File: src/rtl/tdc_window_sequencer_if.sv
// Bundles the run-request/result handshake and the pulse-counter control
// lines of the TDC window sequencer into one port.
interface tdc_window_sequencer_if #(
    parameter int COUNT_W  = 7,
    parameter int NUM_MEAS = 4
);
    localparam int RESULT_W = COUNT_W + $clog2(NUM_MEAS);

    logic                start;
    logic                abort;
    logic [COUNT_W-1:0]  pulse_count;
    logic                pulse_counter_full;
    logic                clear;
    logic                en;
    logic                busy;
    logic                ready;
    logic                result_valid;
    logic [RESULT_W-1:0] result_sum;
    logic [COUNT_W-1:0]  result_avg;
    logic                overflow;

    modport master (
        output start, abort, pulse_count, pulse_counter_full,
        input  clear, en, busy, ready, result_valid, result_sum, result_avg, overflow
    );

    modport slave (
        input  start, abort, pulse_count, pulse_counter_full,
        output clear, en, busy, ready, result_valid, result_sum, result_avg, overflow
    );
endinterface

File: src/rtl/tdc_window_sequencer.sv
// Opens NUM_MEAS fixed-length gate windows on the pulse counter, samples the
// count after each window and reports the sum and average of the samples.
module tdc_window_sequencer #(
    parameter int WINDOW_CYCLES = 16,
    parameter int COUNT_W       = 7,
    parameter int NUM_MEAS      = 4,
    parameter int RESULT_W      = COUNT_W + $clog2(NUM_MEAS)
) (
    input  logic                    clk,
    input  logic                    rst,
    tdc_window_sequencer_if.slave   bus
);
    localparam int AVG_SHIFT = $clog2(NUM_MEAS);
    localparam int IDX_W     = (NUM_MEAS > 1) ? $clog2(NUM_MEAS) : 1;
    localparam int TMR_W     = (WINDOW_CYCLES > 1) ? $clog2(WINDOW_CYCLES) : 1;

    typedef enum logic [2:0] {
        IDLE,
        CLEAR,
        MEASURE,
        LATCH,
        DONE
    } state_t;

    state_t              state;
    logic [RESULT_W-1:0] acc;
    logic [RESULT_W-1:0] sum_next;
    logic [IDX_W-1:0]    meas_idx;
    logic [TMR_W-1:0]    timer;
    logic                prev_overflow;

    // Running sum including the sample being latched this cycle; the counter
    // value is zero-extended so the accumulator can never wrap.
    assign sum_next = acc + RESULT_W'(bus.pulse_count);

    // Run sequencer: every output is a register updated alongside the state.
    // overflow is saved at run start so an aborted run can restore the value
    // reported by the last completed run.
    always_ff @(posedge clk or posedge rst) begin
        if (rst) begin
            state            <= IDLE;
            acc              <= '0;
            meas_idx         <= '0;
            timer            <= '0;
            prev_overflow    <= 1'b0;
            bus.clear        <= 1'b0;
            bus.en           <= 1'b0;
            bus.busy         <= 1'b0;
            bus.ready        <= 1'b0;
            bus.result_valid <= 1'b0;
            bus.result_sum   <= '0;
            bus.result_avg   <= '0;
            bus.overflow     <= 1'b0;
        end else begin
            bus.result_valid <= 1'b0;
            if (bus.abort && (state == CLEAR || state == MEASURE || state == LATCH)) begin
                state        <= IDLE;
                bus.clear    <= 1'b0;
                bus.en       <= 1'b0;
                bus.busy     <= 1'b0;
                bus.overflow <= prev_overflow;
            end else begin
                case (state)
                    IDLE, DONE: begin
                        if (bus.start) begin
                            state         <= CLEAR;
                            acc           <= '0;
                            meas_idx      <= '0;
                            prev_overflow <= bus.overflow;
                            bus.overflow  <= 1'b0;
                            bus.ready     <= 1'b0;
                            bus.clear     <= 1'b1;
                            bus.en        <= 1'b0;
                            bus.busy      <= 1'b1;
                        end
                    end
                    CLEAR: begin
                        state     <= MEASURE;
                        timer     <= '0;
                        bus.clear <= 1'b0;
                        bus.en    <= 1'b1;
                    end
                    MEASURE: begin
                        if (bus.pulse_counter_full || timer == TMR_W'(WINDOW_CYCLES - 1)) begin
                            state  <= LATCH;
                            bus.en <= 1'b0;
                            if (bus.pulse_counter_full) begin
                                bus.overflow <= 1'b1;
                            end
                        end else begin
                            timer <= timer + 1'b1;
                        end
                    end
                    LATCH: begin
                        acc      <= sum_next;
                        meas_idx <= meas_idx + 1'b1;
                        if (meas_idx == IDX_W'(NUM_MEAS - 1)) begin
                            state            <= DONE;
                            bus.result_sum   <= sum_next;
                            bus.result_avg   <= COUNT_W'(sum_next >> AVG_SHIFT);
                            bus.result_valid <= 1'b1;
                            bus.ready        <= 1'b1;
                            bus.busy         <= 1'b0;
                        end else begin
                            state     <= CLEAR;
                            bus.clear <= 1'b1;
                        end
                    end
                    default: begin
                        state <= IDLE;
                    end
                endcase
            end
        end
    end
endmodule

File: src/flat_wrapper.sv
// flat-port wrapper written by rule: the top's interface ports become plain ports
module tdc_window_sequencer_flat 
#(
    parameter int WINDOW_CYCLES = 16,
    parameter int COUNT_W       = 7,
    parameter int NUM_MEAS      = 4,
    parameter int RESULT_W      = COUNT_W + $clog2(NUM_MEAS)
)
  (clk, rst, bus_start, bus_abort, bus_pulse_count, bus_pulse_counter_full, bus_clear, bus_en, bus_busy, bus_ready, bus_result_valid, bus_result_sum, bus_result_avg, bus_overflow);
  tdc_window_sequencer_if #(.COUNT_W(COUNT_W), .NUM_MEAS(NUM_MEAS)) bus_i ();
  input  logic clk;
  input  logic rst;
  input wire logic [$bits(bus_i.start)-1:0] bus_start;
  input wire logic [$bits(bus_i.abort)-1:0] bus_abort;
  input wire logic [$bits(bus_i.pulse_count)-1:0] bus_pulse_count;
  input wire logic [$bits(bus_i.pulse_counter_full)-1:0] bus_pulse_counter_full;
  output wire logic [$bits(bus_i.clear)-1:0] bus_clear;
  output wire logic [$bits(bus_i.en)-1:0] bus_en;
  output wire logic [$bits(bus_i.busy)-1:0] bus_busy;
  output wire logic [$bits(bus_i.ready)-1:0] bus_ready;
  output wire logic [$bits(bus_i.result_valid)-1:0] bus_result_valid;
  output wire logic [$bits(bus_i.result_sum)-1:0] bus_result_sum;
  output wire logic [$bits(bus_i.result_avg)-1:0] bus_result_avg;
  output wire logic [$bits(bus_i.overflow)-1:0] bus_overflow;
  assign bus_i.start = bus_start;
  assign bus_i.abort = bus_abort;
  assign bus_i.pulse_count = bus_pulse_count;
  assign bus_i.pulse_counter_full = bus_pulse_counter_full;
  assign bus_clear = bus_i.clear;
  assign bus_en = bus_i.en;
  assign bus_busy = bus_i.busy;
  assign bus_ready = bus_i.ready;
  assign bus_result_valid = bus_i.result_valid;
  assign bus_result_sum = bus_i.result_sum;
  assign bus_result_avg = bus_i.result_avg;
  assign bus_overflow = bus_i.overflow;
  tdc_window_sequencer #(.WINDOW_CYCLES(WINDOW_CYCLES), .COUNT_W(COUNT_W), .NUM_MEAS(NUM_MEAS), .RESULT_W(RESULT_W)) u_core (.clk(clk), .rst(rst), .bus(bus_i));
endmodule
File: config.mk
export PLATFORM = sky130hd
export DESIGN_NAME = tdc_window_sequencer_flat
export DESIGN_NICKNAME = d
export VERILOG_FILES = /design/src/rtl/tdc_window_sequencer_if.sv /design/src/rtl/tdc_window_sequencer.sv /design/src/flat_wrapper.sv
export SDC_FILE = /design/constraint.sdc
export NUM_CORES = 1
export LEC_CHECK = 0
export ABC_AREA = 1
export CORE_UTILIZATION = 49
export CTS_BUF_LIST = sky130_fd_sc_hd__clkbuf_4
export DETAILED_ROUTE_END_ITERATION = 6
export GPL_ROUTABILITY_DRIVEN = 0
export GPL_TIMING_DRIVEN = 0
export PLACE_DENSITY = 0.83
export SYNTH_ARGS = -nofsm -noshare
export SYNTH_HDL_FRONTEND = slang
export SYNTH_SLANG_ARGS = --single-unit
File: constraint.sdc
create_clock -name clk -period 1.5 [get_ports clk]
set_input_delay 0.3 -clock clk [delete_from_list [all_inputs] [get_ports clk]]
set_output_delay 0.3 -clock clk [all_outputs]
set_load 0.005 [all_outputs]
After elaboration in Yosys (flattened, before gate mapping)
Index checks and enable logic that the tools add are counted.
{"block": "op_classes", "n_bitwise": 1, "n_mux": 31, "reduce_logical": 22, "addsub": 3, "n_eq_ne": 14}
{"operator": "3-bit AND reduction", "n": 7}
{"operator": "9-bit case mux with 2 select lines", "n": 1}
{"operator": "1-bit two-way mux", "n": 15}
{"operator": "3-bit two-way mux", "n": 4}
{"operator": "3-bit inequality test, second input constant", "n": 4}
{"operator": "3-bit case mux with 4 select lines", "n": 1}
{"operator": "9-bit by 7-bit adder with 9-bit output", "n": 1}
{"operator": "9-bit two-way mux", "n": 1}
{"operator": "4-bit case mux with 2 select lines", "n": 1}
{"operator": "4-bit AND reduction", "n": 2}
{"operator": "4-bit nonzero test", "n": 2}
{"operator": "3-bit by 2-bit == test with 1-bit output, second input constant", "n": 2}
{"operator": "2-bit inequality test, second input constant", "n": 3}
{"operator": "1-bit case mux with 2 select lines", "n": 3}
{"operator": "1-bit case mux with 3 select lines", "n": 2}
{"operator": "3-bit nonzero test", "n": 2}
{"operator": "4-bit by 1-bit adder with 4-bit output, second input constant", "n": 1}
{"operator": "4-bit == test, second input constant", "n": 1}
{"operator": "4-bit two-way mux", "n": 1}
{"operator": "2-bit case mux with 2 select lines", "n": 1}
{"operator": "2-bit nonzero test", "n": 2}
{"operator": "3-bit by 1-bit == test with 1-bit output, second input constant", "n": 1}
{"operator": "3-bit == test, second input constant", "n": 1}
{"operator": "3-bit zero test", "n": 1}
{"operator": "9 further kinds", "n": 11}
{"block": "totals", "reg_bits": 41, "wordCells": 84, "input_bits": 12, "output_inout_bits": 22}

Longest topological paths before layout
{"block": "logic_depth", "depth_word": 6, "mapped_depth": 9, "depth_no_buf": 9}

Worst setup path after synthesis
No wires, ideal clock.
{"block": "synth_timing", "kind": "register -> register", "start": "register u_core.acc[0]", "end": "register u_core.acc[2]", "t_required_ns": 1.423, "n_path_buf": 0, "stages_incl_launch_ff": 6, "t_arrival_ns": 1.474, "period_less_slack_ns": 1.552, "setup_ns": 0.077, "slack_ns": -0.052, "cell_sequence": "dfrtp_1 ha_1 fa_1 xnor2_1 or2_2 a21oi_1"}
{"block": "synth_between", "elab_chain_cells": 2}
{"item": "start, declared", "line": "tdc_window_sequencer.sv:26", "source": "logic [RESULT_W-1:0] acc;"}
{"item": "start signal, assigned", "line": "tdc_window_sequencer.sv:95", "source": "acc <= sum_next;"}
{"item": "9-bit by 7-bit adder with 9-bit output", "line": "tdc_window_sequencer.sv:34", "source": "assign sum_next = acc + RESULT_W'(bus.pulse_count);"}
{"item": "9-bit case mux with 2 select lines", "line": "tdc_window_sequencer.sv:63", "source": "case (state)"}
Every way passes these cells.
A chain may end at the register's enable or synchronous reset.

Final worst setup path
{"block": "layout_timing", "start": "register u_core.acc[0]", "end": "register u_core.bus.result_sum[8]"}
{"block": "layout_between", "elab_chain_cells": 1}
{"item": "9-bit by 7-bit adder with 9-bit output", "line": "tdc_window_sequencer.sv:34"}
{"item": "end signal, assigned", "line": "tdc_window_sequencer.sv:99", "source": "bus.result_sum <= sum_next;"}
{"item": "end, declared", "line": "tdc_window_sequencer_if.sv:29", "source": "output clear, en, busy, ready, result_valid, result_sum, result_avg, overflow"}
Every way passes these cells.

==> flow_summary.json <==
{
  "synth-edff-count": 0,
  "post-synth-top-area-cell": "dfrtp_1",
  "cts_hold_buffers": 0,
  "grt_pass1_vias": 1778,
  "clk_path_buf_depth": 2,
  "rsz0062_at_grt": "true",
  "nNetsFinal": 324,
  "vias_per_cell": 5.17,
  "ioPinCount": 34,
  "cts_root_buffer": "clkbuf_4",
  "die_area_sq_um": 4290,
  "finalClockSkew_ps": 3.50,
  "netlist_area_sq_um": 1980,
  "syn_nets": 276,
  "vias": 1813,
  "die_w_um": 65.5,
  "ys_async_sr_fraction_pct": 100,
  "status": "finished, violations left",
  "min_period_ps": 1590,
  "finalCritPeriodShare_pct": 106,
  "cts_tree": "yes",
  "worstPathMaxFanout": 3,
  "fill_cells": 301,
  "drv_cap": 0,
  "p_leak_uw": 0.00151,
  "ys_warn_count": 0,
  "cts_buffers": 5,
  "tightest_slew_ps": 692,
  "dieHeight_um": 65.5,
  "antenna_found_initial": 0,
  "drive_gt1_share_pct": 21.5,
  "reg2reg_depth": 8,
  "combPwrFrac_pct": 49.5,
  "syn_to_final_growth_pct": 32.2,
  "initial_core_util_pct": 52.5,
  "end_kind": "flop",
  "synth_flop_cell": "dfrtp_1",
  "critPathKind": "reg2reg",
  "synth_commonest_cells": "80 x nand2_1, 34 x dfrtp_1, 33 x nand3_1",
  "reg2reg_slack_ps": -90,
  "synth_seq_cells": 34,
  "preCtsSetupSlack_ps": -502,
  "routed_wl_um": 4700,
  "hold_slack_ps": 374,
  "final_max_slew_viol_count": 0,
  "clock_power_share_pct": 13.8,
  "hold_path_class": "in2async",
  "ant_nets": 0,
  "p_sw_uw": 1570,
  "finalSetupViolations": 7,
  "grt_first_pass_wirelength_um": 7680,
  "syn_avg_cell_area_sq_um": 7.79,
  "ys_types": 25,
  "p_per_area_nw_per_um2": 1410,
  "arrival_ps": 1830,
  "track_usage_pct": 24.2,
  "syn_inst": 254,
  "wl_per_cell_um": 13.4,
  "portBuffers": 33,
  "row_count": 22,
  "power.internal_uw": 2110,
  "fin_cells": 351,
  "violations": "negative setup slack",
  "r2r-end": "u_core.bus.result_sum[8]$_DFFE_PP0P_",
  "cts_max_level": 2,
  "drt_drc_violations_left": 0,
  "setup_slack_ps": -92.2,
  "antenna_cells": 0,
  "start_kind": "flop",
  "coreArea_sq_um": 3770,
  "numClockSinks": 34,
  "swShare_pct": 42.5,
  "dp_hpwl_um": 3230,
  "drt-initial-drc-count": 108,
  "synth_top_area_share_pct": 43.0,
  "dp.cells": 335,
  "ys_seq_area_share_pct": 43.0,
  "rr_startpoint": "u_core.acc[0]$_DFFE_PP0P_",
  "ir_drop_v": 0.000753,
  "finalHoldViolCount": 0,
  "clk_pin_slew_worst_paths_ps": 100,
  "slew_headroom_pct": 53.8,
  "synth.most_common_cell": "nand2_1",
  "dr.pass1.iters": 4,
  "insertion_delay_ps": 340,
  "cp.required_ps": 1740,
  "yosys-top-cells-area": "dfrtp_1 43%, nand2_1 15%, nand3_1 8.3%",
  "max_freq_ghz": 0.628,
  "gr-total-overflow": 0,
  "pwr-share-seq_pct": 36.6,
  "grt_max_degree": 35
}
-- per-layer routing --
metal | vias up | routed length (um) | track usage (%) | share of wire (%)
li1 | 907 | - | - | -
met1 | 842 | 2020 | 27.9 | 43
met2 | 54 | 2350 | 41.1 | 50
met3 | 10 | 212 | 6.77 | 4.5
met4 | 0 | 114 | 11.4 | 2.4
met5 | - | 0 | 0 | 0
-- state kept, by name, indices dropped and copies added, names as in the netlist --
| register | flops |
|---|---|
| u_core.acc | 9 |
| u_core.bus.result_avg | 6 |
| u_core.timer | 4 |
| u_core.bus.result_sum | 3 |
| u_core.state | 3 |
| u_core.meas_idx | 2 |
| u_core.bus.busy | 1 |
| u_core.bus.clear | 1 |
| u_core.bus.en | 1 |
| u_core.bus.overflow | 1 |
| u_core.bus.ready | 1 |
| u_core.bus.result_valid | 1 |
| u_core.prev_overflow | 1 |
-- stage by stage --
stage / cell area (sq um) / TNS [ps] / power (uW) / utilization, %
floorplan: 1980 / 0 / 2370 / -
global placement: 2370 / -18300 / 2740 / 62.9
detailed placement: 2370 / -19850 / 2810 / 62.9
CTS: 2500 / -313 / 3420 / 66.3
global route: 2620 / -967 / 3960 / 69.3
finish: 2620 / -410 / 3680 / 69.3
-- kinds of logic after synthesis --
kind of cell,share of synthesized area (%)
buffers and inverters,10.5
multiplexers,0.569
adder cells (fa/ha/maj),6.70
AND/OR/NAND/NOR,31.2
XOR/XNOR,2.21
flip-flops,43.0
AO/OA/AOI/OAI,5.82
-- how the worst max path moves through the flow --
| stage | startpoint | end | cells past startpoint |
|---|---|---|---|
| after floorplan | u_core.acc[0]$_DFFE_PP0P_ | u_core.acc[2]$_DFFE_PP0P_ | 5 |
| after global placement | bus_pulse_count[0] | u_core.bus.result_sum[8]$_DFFE_PP0P_ | 9 |
| after detailed placement | bus_pulse_count[0] | u_core.bus.result_sum[8]$_DFFE_PP0P_ | 9 |
| after CTS | u_core.acc[0]$_DFFE_PP0P_ | u_core.acc[2]$_DFFE_PP0P_ | 5 |
| after global routing | u_core.acc[0]$_DFFE_PP0P_ | u_core.bus.result_sum[8]$_DFFE_PP0P_ | 9 |
| final | u_core.acc[0]$_DFFE_PP0P_ | u_core.bus.result_sum[8]$_DFFE_PP0P_ | 8 |
-- what timing repair did --
action / CTS / global route
gates resized for setup: 34 / 23
hold endpoints to repair: 0 / 0
setup buffers: 5 / 3
pin swaps: 2 / 0
setup endpoints to repair: 31 / 29
-- power groups by stage --
stage / clock network, uW / logic [uW] / registers [uW]
5_1_grt: 550 / 2040 / 1370
6_report: 509 / 1820 / 1350
3_3_place_gp: 0 / 1430 / 1320
3_5_place_dp: 0 / 1480 / 1330
2_1_floorplan: 0 / 1070 / 1300
4_1_cts: 513 / 1600 / 1310
-- layout by cell type, fill, tap and decap left out, types with 2 or more instances in the layout --
cell,instances
nand3_4,2
a21oi_1,4
xnor2_2,2
nand3_2,5
xor2_1,2
nand2_2,4
dfrtp_1,33
nand2_4,3
a21oi_2,4
nor2_2,2
ha_1,3
clkbuf_4,6
nand3_1,29
nand2_1,74
buf_4,15
o21ai_1,10
inv_1,29
dlygate4sd2_1,21
dlymetal6s2s_1,2
ha_2,2
clkdlybuf4s50_1,10
inv_2,5
ha_4,4
nor2_4,3
o21ai_0,5
buf_6,2
nand4_1,3
nor2_1,10
-- critical path: stages (launching register included) --
cell	delay, ps
dfrtp_1	400
ha_2	190
fa_2	370
nand3_2	110
nand2_4	90
nand2_4	80
nand3_1	80
nand3_1	110
nand2_1	70
-- layout make-up --
| cell class | instances | area [sq um] | area share, % |
|---|---|---|---|
| multi-input cells | 176 | 1070 | 41.0 |
| well taps | 48 | 60.1 | 2.30 |
| repair buffers | 41 | 369 | 14.1 |
| inverters | 34 | 128 | 4.88 |
| plain buffers | 10 | 80.1 | 3.06 |
| clock buffers | 6 | 45.0 | 1.72 |
| clock inverters | 2 | 8.76 | 0.335 |
| flip-flops and latches | 34 | 852 | 32.6 |
Power figures use the tool's default switching activity.
